**src/rtl/mem_arbiter_if.sv**
```systemverilog
// Signal bundle shared by the fetch/data requesters, the memory arbiter and the bus slave.
// The master modport is the arbiter's view; slave is the view of everything around it.
interface mem_arbiter_if #(
   parameter int ADDR_W = 32,
   parameter int DATA_W = 32
);
   logic              f_req;
   logic [ADDR_W-1:0] f_addr;
   logic              f_ready;
   logic [DATA_W-1:0] f_rdata;

   logic              d_req;
   logic              d_write;
   logic [ADDR_W-1:0] d_addr;
   logic [DATA_W-1:0] d_wdata;
   logic              d_ready;
   logic [DATA_W-1:0] d_rdata;
   logic              d_stall;

   logic              m_req;
   logic              m_write;
   logic [ADDR_W-1:0] m_addr;
   logic [DATA_W-1:0] m_wdata;
   logic              m_ready;
   logic [DATA_W-1:0] m_rdata;

   modport master (
      input  f_req, f_addr, d_req, d_write, d_addr, d_wdata, m_ready, m_rdata,
      output f_ready, f_rdata, d_ready, d_rdata, d_stall, m_req, m_write, m_addr, m_wdata
   );

   modport slave (
      output f_req, f_addr, d_req, d_write, d_addr, d_wdata, m_ready, m_rdata,
      input  f_ready, f_rdata, d_ready, d_rdata, d_stall, m_req, m_write, m_addr, m_wdata
   );
endinterface

```
**src/rtl/mem_arbiter.sv**
```systemverilog
// Single-port memory arbiter: data side has priority over fetch, but after MAX_DATA_RUN
// consecutive data grants with fetch waiting, fetch gets the next slot. MAX_DATA_RUN >= 1.
module mem_arbiter #(
   parameter int ADDR_W       = 32,
   parameter int DATA_W       = 32,
   parameter int MAX_DATA_RUN = 4
) (
   input  logic          clk,
   input  logic          rst,
   mem_arbiter_if.master bus
);
   localparam int RUN_W = $clog2(MAX_DATA_RUN + 1);
   localparam logic [RUN_W-1:0] RUN_MAX = RUN_W'(MAX_DATA_RUN);

   localparam logic [1:0] IDLE   = 2'd0;
   localparam logic [1:0] BUSY_F = 2'd1;
   localparam logic [1:0] BUSY_D = 2'd2;

   logic [1:0]        state;
   logic [RUN_W-1:0]  run_cnt;
   logic              m_req_q;
   logic              m_write_q;
   logic [ADDR_W-1:0] m_addr_q;
   logic [DATA_W-1:0] m_wdata_q;
   logic              grant_d;

   // Data wins unless fetch is waiting and data has already used its whole run.
   assign grant_d = bus.d_req & (~bus.f_req | (run_cnt < RUN_MAX));

   always_ff @(posedge clk) begin
      if (rst) begin
         state     <= IDLE;
         run_cnt   <= '0;
         m_req_q   <= 1'b0;
         m_write_q <= 1'b0;
         m_addr_q  <= '0;
         m_wdata_q <= '0;
      end else begin
         case (state)
            IDLE: begin
               if (grant_d) begin
                  state     <= BUSY_D;
                  m_req_q   <= 1'b1;
                  m_write_q <= bus.d_write;
                  m_addr_q  <= bus.d_addr;
                  m_wdata_q <= bus.d_wdata;
                  if (!bus.f_req)
                     run_cnt <= '0;
                  else if (run_cnt != RUN_MAX)
                     run_cnt <= run_cnt + RUN_W'(1);
               end else if (bus.f_req) begin
                  state     <= BUSY_F;
                  m_req_q   <= 1'b1;
                  m_write_q <= 1'b0;
                  m_addr_q  <= bus.f_addr;
                  run_cnt   <= '0;
               end
            end
            BUSY_F, BUSY_D: begin
               // Bus signals stay frozen until the slave completes.
               if (bus.m_ready) begin
                  state   <= IDLE;
                  m_req_q <= 1'b0;
               end
            end
            default: begin
               state   <= IDLE;
               m_req_q <= 1'b0;
            end
         endcase
      end
   end

   assign bus.m_req   = m_req_q;
   assign bus.m_write = m_write_q;
   assign bus.m_addr  = m_addr_q;
   assign bus.m_wdata = m_wdata_q;

   assign bus.f_ready = bus.m_ready & (state == BUSY_F);
   assign bus.d_ready = bus.m_ready & (state == BUSY_D);
   assign bus.f_rdata = bus.m_rdata;
   assign bus.d_rdata = bus.m_rdata;

   // Deliberately independent of rst so the pipeline stalls whenever a data access is outstanding.
   assign bus.d_stall = bus.d_req & ~bus.d_ready;
endmodule

```
**src/flat_wrapper.sv**
```systemverilog
// flat-port wrapper written by rule: the top's interface ports become plain ports
module mem_arbiter_flat 
#(
   parameter int ADDR_W       = 32,
   parameter int DATA_W       = 32,
   parameter int MAX_DATA_RUN = 4
)
  (clk, rst, bus_f_req, bus_f_addr, bus_d_req, bus_d_write, bus_d_addr, bus_d_wdata, bus_m_ready, bus_m_rdata, bus_f_ready, bus_f_rdata, bus_d_ready, bus_d_rdata, bus_d_stall, bus_m_req, bus_m_write, bus_m_addr, bus_m_wdata);
  mem_arbiter_if #(.ADDR_W(ADDR_W), .DATA_W(DATA_W)) bus_i ();
  input  logic clk;
  input  logic rst;
  input wire logic [$bits(bus_i.f_req)-1:0] bus_f_req;
  input wire logic [$bits(bus_i.f_addr)-1:0] bus_f_addr;
  input wire logic [$bits(bus_i.d_req)-1:0] bus_d_req;
  input wire logic [$bits(bus_i.d_write)-1:0] bus_d_write;
  input wire logic [$bits(bus_i.d_addr)-1:0] bus_d_addr;
  input wire logic [$bits(bus_i.d_wdata)-1:0] bus_d_wdata;
  input wire logic [$bits(bus_i.m_ready)-1:0] bus_m_ready;
  input wire logic [$bits(bus_i.m_rdata)-1:0] bus_m_rdata;
  output wire logic [$bits(bus_i.f_ready)-1:0] bus_f_ready;
  output wire logic [$bits(bus_i.f_rdata)-1:0] bus_f_rdata;
  output wire logic [$bits(bus_i.d_ready)-1:0] bus_d_ready;
  output wire logic [$bits(bus_i.d_rdata)-1:0] bus_d_rdata;
  output wire logic [$bits(bus_i.d_stall)-1:0] bus_d_stall;
  output wire logic [$bits(bus_i.m_req)-1:0] bus_m_req;
  output wire logic [$bits(bus_i.m_write)-1:0] bus_m_write;
  output wire logic [$bits(bus_i.m_addr)-1:0] bus_m_addr;
  output wire logic [$bits(bus_i.m_wdata)-1:0] bus_m_wdata;
  assign bus_i.f_req = bus_f_req;
  assign bus_i.f_addr = bus_f_addr;
  assign bus_i.d_req = bus_d_req;
  assign bus_i.d_write = bus_d_write;
  assign bus_i.d_addr = bus_d_addr;
  assign bus_i.d_wdata = bus_d_wdata;
  assign bus_i.m_ready = bus_m_ready;
  assign bus_i.m_rdata = bus_m_rdata;
  assign bus_f_ready = bus_i.f_ready;
  assign bus_f_rdata = bus_i.f_rdata;
  assign bus_d_ready = bus_i.d_ready;
  assign bus_d_rdata = bus_i.d_rdata;
  assign bus_d_stall = bus_i.d_stall;
  assign bus_m_req = bus_i.m_req;
  assign bus_m_write = bus_i.m_write;
  assign bus_m_addr = bus_i.m_addr;
  assign bus_m_wdata = bus_i.m_wdata;
  mem_arbiter #(.ADDR_W(ADDR_W), .DATA_W(DATA_W), .MAX_DATA_RUN(MAX_DATA_RUN)) u_core (.clk(clk), .rst(rst), .bus(bus_i));
endmodule
```
**config.mk**
```make
export PLATFORM = sky130hd
export DESIGN_NAME = mem_arbiter_flat
export DESIGN_NICKNAME = d
export VERILOG_FILES = /design/src/rtl/mem_arbiter_if.sv /design/src/rtl/mem_arbiter.sv /design/src/flat_wrapper.sv
export SDC_FILE = /design/constraint.sdc
export NUM_CORES = 1
export LEC_CHECK = 0
export CORE_MARGIN = 10
export CORE_UTILIZATION = 38
export DETAILED_ROUTE_END_ITERATION = 7
export GPL_TIMING_DRIVEN = 0
export PLACE_DENSITY = 0.86
export SYNTH_ARGS = -nofsm -noshare
export SYNTH_HDL_FRONTEND = slang
export SYNTH_SLANG_ARGS = --single-unit
```
**constraint.sdc**
```tcl
create_clock -name clk -period 3.1 [get_ports clk]
set_clock_uncertainty 0.1 [all_clocks]
set_input_delay 0.465 -clock clk [delete_from_list [all_inputs] [get_ports clk]]
set_output_delay 0.465 -clock clk [all_outputs]
set_load 0.01 [all_outputs]
```
==> impl_results.md <==
- Post-route DRC: 0
- Core region area: 9330 um^2
- First-pass DRT Iterations: 4
- H-tree levels: 3
- Register area: 1420 um^2
- Syn Area/Cell: 8.51 um^2
- Vias in the first global route: 4169
- Setup TNS: 0 ns
- Final Cycle Share: 0.756
- WL/cell: 18.8 um
- Hold buffer count at CTS: 0
- Clk sink count: 71
- Final cell count without fillers: 807
- Antenna violations before repair: 0
- Crit path largest cell delay: 0.55 ns
- Main combinational cell family by area after synthesis: compound AO/OA/AOI/OAI gates
- Clock transition at path regs: 0.07 ns
- Post-DP Area: 6150 um^2
- Worst path arrival time: 1.78 ns
- Largest net degree at the start of global routing: 13
- Synth warn: 0
- RSZ-0062 raised after global routing: false
- Slew HR: 0.513
- Placer Congestion: 0.758
- Post-CTS Setup Bufs: 0
- Sequential area share after synthesis: 0.387
- Ports: 267
- Synth Area in Simple Gates: 0.133
- Pwr per Cell Area: 422 nW/um^2
- Post-synthesis async set-or-reset flop share: 0
- Post-synthesis net count: 571
- Post-synth EDFFs: 0
- Final min period: 2.34 ns
- Final Hold Vio Count: 0
- Post-Place Setup Slack: 0.848 ns
- Post-synthesis mux area share: 0
- Startpoint types: flop
- CTS tree: built
- CTS Buffer Depth: 2
- Multi-input gate area: 1530 um^2
- Compound-gate portion of the synthesized area: 0.267
- Worst vdd ir: 0.000263 V
- Fillcell total: 724
- MaxCap Viol Count: 0
- Status: completed
- Via count: 3969
- CP Class: flop to primary output
- Layout Cell Area excl Fill: 6320 um^2
- CP top delay family: buffers and inverters
- Leak: 2.48 nW
- CTS buffer count: 9
- Xor-xnor portion of the synthesized cell area: 0
- Post-synth top flop: dfxtp_1
- Rows: 35
- Starting Density: 0.394
- Cts repair resizes: 0
- Buffers & Inverters on Critical Path: 2
- Slowest cell on crit path: clkdlybuf4s50_1
- CP cell instances: inv_1, ha_1, and2_1, nor2b_1, clkdlybuf4s50_1
- Fin nets: 813
- Port Buf Inserts: 231
- Antenna diodes: 0
- Share of cells above drive strength 1: 0.205
- Final worst slack: 0.756 ns
- Vias/cell: 4.92
- Max Fclk: 427 MHz
- Area Growth Syn to Fin: 72.0%
- Finish-stage setup viols: 0
- Antenna-violating nets left: 0
- Synth unique cells: 30
- Worst-Skew Late Latency: 0.34 ns
- CP endpoint kind: primary output
- DP Cell Count: 792
- Required time of the critical path: 2.53 ns
- Post-Synth Adder-Cell Area: 0.0170
- Die outline height: 118 um
- Routed WL: 15.2 mm
- Worst hold-check path type: flop to flop
- GR Util All Layers: 0.204
- Global-route wire length before repair: 23.3 mm
- Syn Inst Count: 432
- Least-Margin Pin Slew: 0.730 ns
- Die ar.: 14000 um^2
- Root buffer cell: clkbuf_8
- Final hold slack: 0.374 ns
- FF+latch count, synth: 71
- Hpwl dp: 12.6 mm
- GRT overflow: 0
- 1st-iter DRT viols: 159
- Die width: 118 um
- Synthesized area: 3680 um^2
- Max FO, Critical Path: 3
- Final Max Tran Viols: 0
-- per-layer routing --
layer	track usage	part of all wire	up-vias
met4	0.0734	0.026	0
met3	0.0728	0.083	24
li1	-	-	1900
met5	0	0	-
met2	0.373	0.54	180
met1	0.208	0.36	1865
-- cells in the mapped netlist (all sizes together), types with 4 or more instances --
library cell	n	area share
dfxtp	71	0.39
and2	4	0.0068
nand3	32	0.044
ha	5	0.017
a21oi	66	0.091
buf	88	0.18
nand2	36	0.037
inv	4	0.0041
nor2	35	0.036
clkbuf	12	0.013
o21ai	33	0.048
a211oi	32	0.10
-- power by group --
part	leakage, nW	switching (mW)	internal [mW]
sequential	0.586	0.0500	1.01
combinational	1.81	0.415	0.534
clock	0.0845	0.355	0.308
total	2.48	0.819	1.85
-- worst reg2reg max path, delay by kind of cell (launching register included) --
family                     cells  cell delay, ns
buffers and inverters          2            0.42
DFF                            1            0.38
AOI/OAI and AO/OA              2            0.35
adders and majority gates      1            0.26
and+or+nand+nor                1            0.18
-- through the flow --
step                 util  power [mW]
floorplan               -        1.53
finish              0.678        2.67
global placement    0.659        2.00
detailed placement  0.659        2.04
global route        0.678        2.80
CTS                 0.678        2.69
-- final timing paths --
kind,startpoint,end,slack (ns),cells past startpoint
hold / removal,u_core.bus.m_req,u_core.bus.m_req,0.37,1
hold reg to reg,u_core.bus.m_req,u_core.bus.m_req,0.37,1
setup / recovery,u_core.state[0],bus_d_stall,0.76,5
setup reg to reg,u_core.state[1],u_core.bus.m_wdata[8],1.35,6
-- sequential cells by signal, summed over array words and instances, names as in the netlist --
signal / count
u_core.bus.m_req: 1
u_core.state: 2
u_core.bus.m_addr: 32
u_core.bus.m_wdata: 32
u_core.run_cnt: 3
u_core.bus.m_write: 1
-- cell type report --
cell class,count,share of cell area
repair buffers,231,0.366
multi-input cells,257,0.243
flip-flops and latches,71,0.225
plain buffers,100,0.112
well taps,129,0.0255
clock buffers,10,0.0218
clock inverters,5,0.00534
inverters,4,0.00238
-- kinds of logic after synthesis --
family          after synthesis
compound gates              140
simple gates                112
buf+inv                     104
flops                        71
fa+ha+maj                     5
-- cell usage in the layout (no fill, tap or decap), drive strengths merged, types with 2 or more instances in the layout --
cell and instances:
clkinv 2, a21oi 66, nand3 32, ha 5
and2 4, o21ai 33, nor2 35, clkbuf 22
dfxtp 71, clkinvlp 2, a22o 2, a22oi 2
a211oi 32, nand2 36, inv 5, buf 88
clkdlybuf4s50 231
Note: power is estimated with default switching activity, not from simulation.
